## src/rtl/digit_scan_ctrl.sv

```systemverilog
// Purpose : 4-digit time-multiplexed display scan controller with frame-aligned, double-buffered value updates.
// Latency : sel/tick/load_ack registered (1 clk); digit/blank combinational from registered state; commit <= 4*PRESCALE clks.
// Backpr. : none; en=0 freezes the scan (loads still captured), back-to-back loads overwrite the pending value.
//
// Ports:
//   clk      - system clock, rising edge
//   rst_n    - synchronous active-low reset
//   en       - scan enable; low freezes cnt/sel/act and suppresses tick
//   load     - one-cycle request to take a new display value
//   value    - new display value, nibble i belongs to digit i
//   load_ack - one-cycle pulse when a value is committed to the active register
//   sel      - current digit index, drives the 2-to-4 decoder
//   digit    - nibble of the active value at index sel
//   tick     - one-cycle pulse on every digit advance
//   blank    - leading-zero blank for the current digit
//
// Build option: define SCAN_BLANK_EN to enable leading-zero blanking; otherwise blank is tied to 0.

module digit_scan_ctrl #(
   parameter int unsigned PRESCALE = 4   // clock cycles per digit, 1..65535
) (
   input  logic        clk,
   input  logic        rst_n,
   input  logic        en,
   input  logic        load,
   input  logic [15:0] value,
   output logic        load_ack,
   output logic [1:0]  sel,
   output logic [3:0]  digit,
   output logic        tick,
   output logic        blank
);

   localparam logic [15:0] CNT_LAST = 16'(PRESCALE - 1);

   logic [15:0] cnt_q,  cnt_d;
   logic [1:0]  sel_q,  sel_d;
   logic [15:0] act_q,  act_d;
   logic [15:0] pend_q, pend_d;
   logic        pv_q,   pv_d;
   logic        tick_q, tick_d;
   logic        load_ack_q, load_ack_d;

   logic advance;
   logic frame_end;

   // An advance only happens while enabled; the last digit's advance closes the frame.
   assign advance   = en && (cnt_q == CNT_LAST);
   assign frame_end = advance && (sel_q == 2'd3);

   always_comb begin
      cnt_d      = cnt_q;
      sel_d      = sel_q;
      act_d      = act_q;
      pend_d     = pend_q;
      pv_d       = pv_q;
      tick_d     = 1'b0;
      load_ack_d = 1'b0;

      // Prescaler and digit stepping.
      if (en) begin
         if (advance) begin
            cnt_d  = '0;
            sel_d  = sel_q + 2'd1;
            tick_d = 1'b1;
         end else begin
            cnt_d = cnt_q + 16'd1;
         end
      end

      // Value handling. A load in the frame-closing cycle goes straight to
      // the active register so it is not delayed by a whole extra frame.
      if (frame_end) begin
         if (load) begin
            act_d = value;
         end else if (pv_q) begin
            act_d = pend_q;
         end
         pv_d       = 1'b0;
         load_ack_d = load | pv_q;
      end else if (load) begin
         pend_d = value;
         pv_d   = 1'b1;
      end
   end

   always_ff @(posedge clk) begin
      if (!rst_n) begin
         cnt_q      <= '0;
         sel_q      <= '0;
         act_q      <= '0;
         pend_q     <= '0;
         pv_q       <= 1'b0;
         tick_q     <= 1'b0;
         load_ack_q <= 1'b0;
      end else begin
         cnt_q      <= cnt_d;
         sel_q      <= sel_d;
         act_q      <= act_d;
         pend_q     <= pend_d;
         pv_q       <= pv_d;
         tick_q     <= tick_d;
         load_ack_q <= load_ack_d;
      end
   end

   assign sel      = sel_q;
   assign tick     = tick_q;
   assign load_ack = load_ack_q;
   assign digit    = act_q[{sel_q, 2'b00} +: 4];

`ifdef SCAN_BLANK_EN
   // Blank when this digit and every more significant digit are zero;
   // the least significant digit always shows so a zero value reads "0".
   logic blank_c;

   always_comb begin
      blank_c = 1'b0;
      case (sel_q)
         2'd1:    blank_c = (act_q[15:4]  == 12'h000);
         2'd2:    blank_c = (act_q[15:8]  == 8'h00);
         2'd3:    blank_c = (act_q[15:12] == 4'h0);
         default: blank_c = 1'b0;
      endcase
   end

   assign blank = blank_c;
`else
   assign blank = 1'b0;
`endif

endmodule

```

## config.mk

```make
export PLATFORM = sky130hd
export DESIGN_NAME = digit_scan_ctrl
export DESIGN_NICKNAME = d
export VERILOG_FILES = /design/src/rtl/digit_scan_ctrl.sv
export SDC_FILE = /design/constraint.sdc
export NUM_CORES = 1
export LEC_CHECK = 0
export ABC_AREA = 1
export CORE_MARGIN = 1.5
export CORE_UTILIZATION = 45
export DETAILED_ROUTE_END_ITERATION = 8
export PLACE_DENSITY = 0.63
export SLEW_MARGIN = 20
export SYNTH_ARGS = -nofsm -noshare
export SYNTH_HDL_FRONTEND = slang
export SYNTH_SLANG_ARGS = --single-unit
export TNS_END_PERCENT = 20
```

## constraint.sdc

```tcl
create_clock -name clk -period 4.45 [get_ports clk]
set_clock_uncertainty 0.1 [all_clocks]
set_input_delay 0.89 -clock clk [delete_from_list [all_inputs] [get_ports clk]]
set_output_delay 0.89 -clock clk [all_outputs]
set_load 0.02 [all_outputs]
```

* Yosys cells after proc, flatten, opt, wreduce, memory -nomap -nowiden *
Index checks and enable logic that the tools add are counted.

word-level totals
  memories kept = 0
  input bits = 20
  register bits = 53
  bits in read-only memories = 0
  latch bits = 0
  logic and storage cells = 28
  bits in writable memories = 0
  output and inout port bits = 9

operators by class
  order comparisons = 0
  muxes and demuxes = 4
  reduce and logical (&&, ||, !) cells = 9
  multipliers = 0
  shift operators = 1
  bitwise gates (word level) = 3
  div/mod/pow operators = 0
  $add $sub $neg = 2
  equal/unequal tests = 2

operator list
  kind                     count
  $mux W16                 3
  $add A16 B1 Y16 const B  1
  $eq A16 B2 Y1 const B    1
  $shiftx A16 B5 Y4        1
  $reduce_and A2 Y1        5
  $add A2 B1 Y2 const B    1
  $eq A2 B2 Y1 const B     1
  $logic_and A1 B1 Y1      2
  $not A1 Y1               2
  $reduce_bool A2 Y1       1
  $reduce_or A2 Y1         1
  $mux W1                  1
  $or A1 B1 Y1             1

* Logic depth before layout (Yosys ltp) *
Gate-level depths: netlist (run 1).

  word-level depth = 5
  mapped depth = 9
  mapped depth without buffers = 9

* Worst setup path before layout (run 1) *
Ideal clock, no wire load.

  path kind = register to output
  start = register sel_q[0], in the netlist sel[0]
  end = output digit[0]
  buffers on the path = 1
  stages on the path, launching flop included = 5
  data arrival time = 1249 ps
  slack = 2211 ps
  path through = dfxtp_1 -> inv_1 -> clkbuf_1 -> a21oi_1 -> a21oi_1

between the ends
  longest elaborated chain between the ends = 1

RTL lines
  element                   RTL line  source
  start: declaration        37        logic [1:0] sel_q, sel_d;
  start signal: assignment  98        sel_q <= sel_d;
  $shiftx A16 B5 Y4         110       assign digit = act_q[{sel_q, 2'b00} +: 4];
  end: declaration          29        output logic [3:0] digit,

Every way passes these cells.

* Worst setup path after layout (run 1) *
  start = register sel_q[0], in the netlist sel[0]
  end = output digit[1]

Same word-level chain as after synthesis.

==> results.txt, run 1 <==
* Largest vdd supply drop: between 0.1 and 0.15 mV
- Global routing finished with a remaining overflow of 0.
- The cell area that synthesis handed to floorplanning was about 2700 um^2.
- Status: finished clean
- Worst-path clk slew: about 0.090 ns
- Yosys mapped the design onto 33 distinct sky130hd cell types.
- The H-tree was split into 2 levels.
* Worst reg2reg endpoint: pend_q[8]$_SDFFE_PN0P_
- Detailed routing inserted a total of roughly 2200 vias.
- Power density normalized to cell area: roughly 290 nW/um^2
- The clock drives 53 sinks.
* Flip-flop and latch area: approximately 1100 um^2
- Static timing analysis puts the maximum clock frequency at roughly 330 MHz.
- Type of the most critical hold path: flop to flop
- Effective utilization at floorplan: a little under half
- For the pin with the worst max-slew slack, the measured transition is around 0.54 ns.
- Crit share post-route: between 60 and 70%
- Gate family responsible for the most delay along the worst path: buffers and inverters
* Area Overhead vs Synth: 13.2%
- The clock passes through at most 2 buffers.
- Final-report setup violation count: 0
* Horizontal die dimension: 81.1 um
- In this design, the stage delay of the slowest critical-path cell is a little over 0.6 ns.
* Postcts setup bufs: 0
- Of the cells placed in the final design, the portion with a size suffix greater than 1 is 13.2%.
* Post-Route M1 WL: between 2 and 3 mm
* Leading register cell type out of synthesis: dfxtp_1
* Number of flip-flops and latches in the synthesized netlist: 53
- Endpoint class of the critical path: output pin
- Cell count of the worst hold path: 2
- Quantity of I/O buffers inserted on ports: 27
- After detailed placement, the total cell area comes to roughly 3000 um^2.
- The via count of the first global-routing pass came to about 2000.
* Critical path buffers and inverters: 2
- After detailed routing, the number of vias per cell comes to around 4.7.
* Number of design-rule violations left by the first detailed-router iteration: about 110
- Post-synthesis cell count: approximately 380
- The floorplan step defined a die boundary enclosing ~6600 um^2.
- Headroom to the max-slew limit: ~64%
- Final min period: just over 3 ns
- Highest signal layer in the routed design: met4
- Pin placement for this block handled 29 I/O pins.
- From bottom edge to top edge, the die measures roughly 81 um.
* Most Frequent Cell on Critical Path: a21oi_1
* Max-Cap Viols: 0
* Depth of the worst register-to-register path: 6
- The worst setup path is launched from a flop.
- The library cells used most frequently in the layout, excluding fill and tap cells, are nand2_1, nor2_1, dfxtp_1.
- Counting flops with an async set or reset pin after synthesis yields a share of 0%.
* Number of hold-repair buffers added at the cts stage: 0
* Number of fill cells in the layout: roughly 580
- Critical path depth in cells: 5
- The finished cells cover between 3000 and 4000 um^2.
* Worst Hold Slack: roughly 0.37 ns
- At the worst endpoint, the arrival time is ~2.1 ns.
* Std cell rows: 28
- Crit path max fanout: 14
* Share of synthesized area occupied by flip-flops and latches: between 30% and 40%
* Hold Fails Final Rpt: 0
* Slowest library cell on the worst path: clkdlybuf4s50_1
* First element of the critical path: sel[0]$_SDFFE_PN0P_
- The congestion estimate from routability-driven global placement came to around 0.80.
- For the worst setup path, the data required time is between 3 and 4 ns.
- The first detailed-routing pass took 4 iterations.
- The final number of max-transition violations came to 0.
- The number of clock buffers added by TritonCTS is 5.
- Following the worst setup path forward leads to its endpoint at digit[1].
* Cell at the root of the clock tree: clkbuf_8
- Syn_nets: roughly 400
- The repair_antennas step left the layout with diodes totalling 0.
- In the global route stage, overall resource usage came out at approximately 18%.
- Detailed placement finished with a half-perimeter wire length of about 3.9 mm.
- Summed over all cells, the static leakage comes to about 1.4 nW.
* Sum of met3 wire segment lengths after detailed routing: between 150 and 200 um
- In this run the mean area of a mapped cell was 7.19 um^2.
- Reg2Reg Launch Point: cnt_q[0]$_SDFFE_PN0P_
- The first global-routing pass estimated roughly 9 mm of wire.
* Slack of the worst reg-to-reg path: between 2 and 3 ns
* Setup repair after global routing missed its margin: false
* Detail Route Antenna Nets: 0
- Summing all multi-input logic gate instances after layout gives around 1400 um^2.
- Count of nets after finishing: about 420
- Traced cell by cell, the critical path runs through inv_1, o21ai_0, a21oi_1, a21oi_1, clkdlybuf4s50_1.
- Setup CP Type: flop to output pin
- Summed over all failing endpoints, the final setup total negative slack is 0 ns.
- TritonCTS built the clock tree.
- The number of antenna violations at the first check in global routing was 0.
- The region available for standard cell placement spans between 5000 and 6000 um^2.
- Drt drc: 0
- Yosys mapped a number of flops with a built-in enable equal to 0.
- After clock tree synthesis, the repair step resized 0 gates.
* Largest net degree at the start of global routing: ~50
- Detailed Route WL: 5.44 mm
* Synth warnings: 0
* Met2 wire length: 2.35 mm
- Post-detailed-route wirelength per cell: between 10 and 15 um
* Leading cell type in the layout, fill and taps excluded: nand2_1
- Clock latency on the worst-skew pair, taken at its later pin, is 0.31 ns.
==> sequential cells by signal, indices dropped and copies added (netlist names) <==
name / flops
pend_q: 16
load_ack: 1
sel: 2
tick: 1
pv_q: 1
act_q: 16
cnt_q: 16
==> synthesized netlist by cell type, types with 3 or more instances <==
cell / n / area, um^2
mux2_2: 16 / 180
buf_2: 8 / 40.0
nor3_1: 3 / 15.0
buf_6: 5 / 56.3
nand3_1: 12 / 60.1
o21ai_0: 9 / 45.0
nor2_2: 4 / 25.0
nand2_1: 77 / 289
dfxtp_1: 53 / 1060
nand3_2: 13 / 130
a21oi_1: 37 / 185
nor2_1: 72 / 270
inv_1: 47 / 176
==> per-layer routing <==
metal | vias to the layer above | track usage (%)
li1 | 1225 | -
met1 | 981 | 25.0
met2 | 32 | 26.3
met3 | 7 | 3.93
met4 | 0 | 5.00
met5 | - | 0
==> tightest hold or removal path, delay by kind of cell, from the launching register on <==
kind	cells	cell delay [ns]
DFF	1	0.33
AOI/OAI and AO/OA	1	0.05
buffers and inverters	1	0.05
==> through the flow <==
step / total power, mW / util (%) / setup slack, ns / cells
6_report: 0.902 / 52.5 / 1.37 / 476
4_1_cts: 0.914 / 52.5 / 1.35 / 476
3_5_place_dp: 0.592 / 50.8 / 1.66 / 469
2_1_floorplan: 0.562 / - / 2.21 / 382
5_1_grt: 0.940 / 52.5 / 1.10 / 476
3_3_place_gp: 0.591 / 50.8 / 1.69 / 469
==> final cells by class <==
cell class                 count  area share (%)
inverter                      48            5.79
sequential                    53            34.1
timing repair buffer          29            9.01
clock inverter                 2            1.13
clock buffer                   5            2.21
multi-input combinational    264            44.7
tap                           75            3.02
==> report_power, final <==
group / switching (mW) / internal [mW]
registers: 0.00671 / 0.486
logic: 0.0446 / 0.0432
clock network: 0.157 / 0.164
==> worst min path at each step <==
stage                                from                     to  slack [ns]
finish              cnt_q[9]$_SDFFE_PN0P_  cnt_q[9]$_SDFFE_PN0P_        0.37
floorplan           cnt_q[9]$_SDFFE_PN0P_  cnt_q[9]$_SDFFE_PN0P_        0.33
detailed placement  cnt_q[9]$_SDFFE_PN0P_  cnt_q[9]$_SDFFE_PN0P_        0.35
CTS                 cnt_q[9]$_SDFFE_PN0P_  cnt_q[9]$_SDFFE_PN0P_        0.37
global route        cnt_q[9]$_SDFFE_PN0P_  cnt_q[9]$_SDFFE_PN0P_        0.38
global placement    cnt_q[9]$_SDFFE_PN0P_  cnt_q[9]$_SDFFE_PN0P_        0.35
==> cell families after synthesis <==
family	count (synthesis)	synth area share (%)
AO/OA/AOI/OAI	50	9.47
buffers and inverters	65	10.7
XOR/XNOR	2	0.638
multiplexers	16	6.56
AND/OR/NAND/NOR	193	32.9
flip-flops	53	38.6
other	1	0.136
adder cells (fa/ha/maj)	2	0.911
Power figures use the tool's default switching activity.
==> run 2, diff against run 1 <==
Settings changed: PLACE_DENSITY 0.63 to 0.65.
Clock period 4.45 ns to 2.5 ns, I/O delays scaled along.
==> run 2 against run 1 <==
  * Register-to-register slack worse by 1.8 ns
  * Final area is 2.4% higher
  * Sequential share of layout area is 0.80 points lower
  * Critical path type unchanged
  * Combinational power is 82% higher
  * Sequential power is 78% higher
  * Global-route usage is 0.16 points higher
  * Worst setup slack worse by 1.1 ns
  * Total power is 82% higher
  * Non-clock buffer count is 3 higher
  * Count of clock-buffer cells in the layout is 2 higher
  * Die area stayed put
  * Critical endpoint unchanged
==> results.txt, run 2 (same netlist as run 1, synthesis figures left out) <==
- The worst register-to-register path begins at cnt_q[0]$_SDFFE_PN0P_.
- Ratio of cells with drive above 1 in the final layout: 13.8%
- Fill cells in the final layout number 567.
- GR Util All Layers: between 15 and 20%
* Type of the most critical hold path: flop to flop
* Area Overhead vs Synth: 15.9%
* Largest vdd supply drop: 0.293 mV
- Origin of the worst min-delay path: cnt_q[9]$_SDFFE_PN0P_
* # diodes: 0
* Clock latency reported for the late side of the worst-skew pair: ~0.31 ns
* Vias in the first global route: 1996
- Max H-tree Level: 2
- Fmax achieved: ~460 MHz
* Detailed-placement wirelength estimate: about 4 mm
* Endpoint class of the critical path: output pin
- The library cell used most frequently in the layout, excluding fill and tap cells, is nand2_1.
- Setup TNS: 0 ns
- Maximum count of clock buffers along a single path: 2
- Leakage Power: 1.51 nW
- Post-Route M1 WL: 2.75 mm
* Post-layout util: about 54%
- The floorplan has 28 rows.
- Detailed-routing iteration count for the pre-antenna-repair pass: 4
- Along the worst path, the maximum fanout reaches 14.
* Max-Cap Viols: 0
* Horizontal die dimension: between 80 and 90 um
* Hold Fails Final Rpt: 0
* Final min period: roughly 2.2 ns
- Clk sinks: 53
- After global routing the overflow that remains totals 0.
- Cell at the root of the clock tree: clkbuf_8
- Worst-path clk slew: 0.09 ns
* Total Die Area: around 6600 um^2
* Global-route wire length before repair: ~9.0 mm
* Crit share post-route: between 80% and 90%
- Data arrives at the worst endpoint at 1.59 ns.
* Highest signal layer in the routed design: met4
* Postcts setup bufs: 0
- Once the floorplan was initialized, standard cells occupied a little under half of the core.
- For the worst setup path, the data required time is approximately 1.9 ns.
- Count of nets after finishing: between 400 and 500
- Top-Level Pins: 29
- Max Transition Viols Final: 0
* Detail Route Antenna Nets: 0
* Power density normalized to cell area: 515 nW/um^2
* Post-detailed-route wirelength per cell: about 11 um
* Flip-flop and latch area: ~1100 um^2
- Regs by FF count: act_q (16), cnt_q (16), pend_q (16)
* Number of design-rule violations left by the first detailed-router iteration: between 100 and 150
* Number of hold-repair buffers added at the cts stage: 0
* First element of the critical path: sel[0]$_SDFFE_PN0P_
* Number of clock buffers inserted by TritonCTS: 5
- Setup repair after global routing missed its margin: false
- TritonCTS clock tree: built
* Met2 wire length: 2.48 mm
- Drt drc: 0
- For this block, the via count after detailed routing is between 2000 and 2500.
- Final-report setup violation count: 0
* Height of the die: a little over 80 um
- In the layout the commonest cells are nand2_1, nor2_1, dfxtp_1.
* Antenna violations before repair: 0
* Footprint of the multi-input gates: around 1400 um^2
- Summed over all layers, the routed wires come to 5.49 mm.
- Placeable core region: 5920 um^2
- The worst setup path is launched from a flop.
- Summed over all nets, wire length on met3 after detailed routing comes to 191 um.
- Entering global routing, the biggest net connects 49 pins.
* Quantity of I/O buffers inserted on ports: 27
- Status: finished clean
- Using the TritonRoute via totals, the vias-per-cell ratio works out to 4.76.
* Weighted congestion reported at the end of routability-driven placement: between 0.8 and 0.9
* Setup CP Type: flop to output pin
[run 2: cell count changes in the layout (fill, tap and decap cells not counted)]
cell | before | now
buf_12 | 0 | 3
clkbuf_1 | 0 | 1
clkbuf_8 | 5 | 6
clkdlybuf4s50_1 | 26 | 22
clkinv_2 | 1 | 0
dlygate4sd2_1 | 0 | 2
dlymetal6s2s_1 | 0 | 2
[run 2: layout make-up]
type,instances,share of cell area [%]
well taps,75,2.95
multi-input cells,264,43.7
inverters,48,5.66
repair buffers,32,10.8
clock inverters,1,0.943
clock buffers,7,2.71
flip-flops and latches,53,33.3
[run 2: routing by layer]
metal	global-route usage, %	up-vias
li1	-	1242
met1	23.7	1005
met2	28.8	32
met3	3.71	7
met4	4.66	0
met5	0	-
[run 2: path summary, 6_finish.rpt]
check / slack [ns] / cells after the start / end
worst max-delay path: 0.31 / 5 / digit[1]
worst min-delay path: 0.37 / 2 / cnt_q[9]$_SDFFE_PN0P_
worst min register to register: 0.37 / 2 / cnt_q[9]$_SDFFE_PN0P_
worst max register to register: 0.77 / 7 / cnt_q[8]$_SDFFE_PN0P_
[run 2: repair_timing]
item	in CTS	in global routing
gates cloned	0	0
endpoints found under the setup margin	2	2
resized for setup	2	2
[run 2: per-stage QoR]
stage                     power (mW)  cells  cell area, um^2  hold WS [ns]  setup slack [ns]
after floorplan                 1.00    382             2750         0.334             0.651
after global placement          1.05    472             3070         0.349             0.331
after detailed placement        1.06    472             3070         0.355             0.312
after CTS                       1.66    480             3180         0.369            0.0175
after global routing            1.71    480             3190         0.411             0.218
final                           1.64    480             3190         0.368             0.307
[run 2: report_power, final]
group	leakage, nW	internal [mW]	switching (mW)	total [mW]
registers	0.432	0.866	0.0110	0.877
clock network	0.0585	0.327	0.277	0.604
logic	1.02	0.0796	0.0809	0.160
[run 2: critical path: stages, from the launching register on]
cell and delay (ns):
dfxtp_1 0.33, inv_1 0.17, o21ai_0 0.21, a21oi_1 0.06
a21oi_1 0.17, dlygate4sd2_1 0.36
==> run 3, diff against run 2 <==
Settings changed: HOLD_SLACK_MARGIN from default to 0.1, PLACE_DENSITY 0.65 to 0.63.
Clock period 2.5 ns to 2.2 ns, I/O delays scaled along.
==> run 3 against run 2 <==
  * First-iteration DRC count decreased by 15%
  * Utilization increased by 0.11 points
  * Clock power decreased by 7.0%
  * Total power is 6.3% higher
  * Global-route usage rose by 1.1 points
  * Via count is 1.4% higher
  * Critical path type unchanged
  * Critical endpoint unchanged
  * Highest routed layer unchanged
==> results.txt, run 3 (same netlist as run 1, synthesis figures left out) <==
- Summed over all cells, the static leakage comes to ~1.5 nW.
- STA classifies the critical path startpoint as a flop.
- Leading cell type in the layout, fill and taps excluded: nand2_1
- Number of cells in the design after placement: 479
- Vias post-DR: roughly 2300
- The die is 81.1 um wide.
* Final-report setup violation count: 0
- Weighted congestion reported at the end of routability-driven placement: 0.807
- Height of the die: slightly above 80 um
- Counting along the longest clock path gives a buffer depth of 2.
- In this design, the largest share of critical-path delay is due to buffers and inverters.
- Area Overhead vs Synth: 16.2%
* Setup CP Type: flop to output pin
- Crit path max fanout: 11
- Endpoint class of the critical path: output pin
- Global routing finished with a remaining overflow of 0.
* Arrival @ worst endpoint: 1.50 ns
* Detail Route Antenna Nets: 0
- Subtracting the final worst setup slack from the clock period gives ~2 ns.
* Placeable core region: 5920 um^2
- The run finished with clean final reports.
- CTS saw 53 sinks.
- Number of clock buffers inserted by TritonCTS: 5
- Number of design-rule violations left by the first detailed-router iteration: around 120
- The analysis attributes to net switching a power of between 0.4 and 0.5 mW.
* Max Transition Viols Final: 0
- Max-Cap Viols: 0
- Once detailed placement completed, the half-perimeter wirelength came to around 4.2 mm.
- In this run the tool buffered the top-level ports with 27 buffer cells.
- Antenna violations before repair: 0
* Power density normalized to cell area: approximately 550 nW/um^2
* Regs by FF count: act_q (16), cnt_q (16), pend_q (16)
- After detailed routing, the number of remaining DRC violations is 0.
- The share of total power dissipated in the clock network is between 30% and 40%.
- After the flow finishes, the layout carries non-filler instances totaling approximately 500.
- Static timing analysis puts the maximum clock frequency at between 400 and 500 MHz.
- Hold Fails Final Rpt: 0
- Setup repair after global routing missed its margin: false
* Cell at the root of the clock tree: clkbuf_8
- Ratio of cells with drive above 1 in the final layout: 15.8%
* Worst-path clk slew: 0.09 ns
* Fraction of power spent switching nets: 24.0%
* Std cell rows: 28
* Worst EP required: approximately 1.7 ns
- Global routing used between 10% and 20% of the available tracks.
- Global-route wire length before repair: ~9.5 mm
* Leading cell types in the layout, fill and taps excluded: nand2_1, nor2_1, dfxtp_1
- CP peak stage delay: approximately 0.36 ns
- Combinational cells account for 10.6% of the total power.
- Final hold analysis gives a worst-case slack of 0.367 ns.
* Crit share post-route: between 90% and 100%
* # diodes: 0
- CP cell instances: inv_2, buf_4, nand2_1, a21oi_1, dlygate4sd2_1
- The min-delay analysis places its worst path in the category flop to flop.
- Max H-tree Level: 2
- TritonCTS clock tree: built
- For the final routed database, the setup TNS stands at 0 ns.
* Largest net degree at the start of global routing: 49
- Effective utilization at floorplan: between 40% and 50%
* Count of nets after finishing: about 430
- Vias in the first global route: approximately 2100
* Sequential group share of total power: roughly 57%
- The slowest stage of the critical path belongs to the cell dlygate4sd2_1.
* Detailed-routing iteration count for the pre-antenna-repair pass: 4
- After detailed routing, the average wire length per cell comes to approximately 12 um.
- Top-Level Pins: 29
- Total Die Area: around 6600 um^2
- Largest vdd supply drop: 0.299 mV
- Cell internal power dissipation: between 1 and 1.5 mW
- After filler insertion, the fill cell instance count of the layout stands at approximately 590.
* Detailed Route WL: roughly 5.7 mm
- Dividing the detail-routed via count by the number of cells gives 4.77.
- Clock latency reported for the late side of the worst-skew pair: about 0.31 ns
- Post-layout util: between 50 and 60%
* Critical path buffers and inverters: 3
-- run 3: routing by layer --
layer	vias to the layer above	routed length, um	GRT usage [%]
li1	1248	-	-
met1	1031	2860	24.7
met2	31	2600	30.7
met3	7	184	3.82
met4	0	72	6.03
met5	-	0	0
-- run 3: cell type report --
cell class                 count  area (um^2)  share of cell area, %
clock buffer                   6         82.6                   2.59
clock inverter                 1         7.51                  0.235
inverter                      48          180                   5.64
multi-input combinational    264         1390                   43.6
sequential                    53         1060                   33.2
tap                           75         93.8                   2.94
timing repair buffer          39          375                   11.8
-- run 3: timing repair --
action,CTS,global route
setup buffers,0,0
endpoints found under the hold margin,0,0
setup endpoints to repair,4,1
hold buffers,0,0
resized for setup,5,1
-- run 3: power groups by stage --
stage / clock network (mW) / logic (mW) / registers [mW]
floorplan: 0 / 0.120 / 1.02
global placement: 0 / 0.184 / 1.02
detailed placement: 0 / 0.187 / 1.02
CTS: 0.578 / 0.188 / 0.997
global route: 0.630 / 0.207 / 1.00
finish: 0.562 / 0.186 / 0.997
-- run 3: worst register-to-register path: stages, from the launching register on --
cell     delay [ns]
dfxtp_1        0.38
ha_1           0.25
nand3_1        0.18
nor2_4         0.18
nand4_4        0.15
buf_4          0.22
nor2_1         0.11
nor2_1         0.06
-- run 3: worst paths after layout --
path	slack [ns]	depth (start not counted)	startpoint	to
hold reg to reg	0.37	2	cnt_q[9]$_SDFFE_PN0P_	cnt_q[9]$_SDFFE_PN0P_
setup reg to reg	0.47	7	cnt_q[0]$_SDFFE_PN0P_	act_q[14]$_SDFFE_PN0P_
hold / removal	0.37	2	cnt_q[9]$_SDFFE_PN0P_	cnt_q[9]$_SDFFE_PN0P_
setup / recovery	0.16	5	sel[0]$_SDFFE_PN0P_	digit[1]
-- run 3: per-stage QoR --
stage / worst slack (ns) / total power, mW / cell area, um^2
detailed placement: 0.0932 / 1.21 / 3110
global placement: 0.105 / 1.20 / 3110
floorplan: 0.411 / 1.14 / 2750
global route: 0.0435 / 1.84 / 3190
CTS: 0.0967 / 1.76 / 3190
finish: 0.156 / 1.75 / 3190
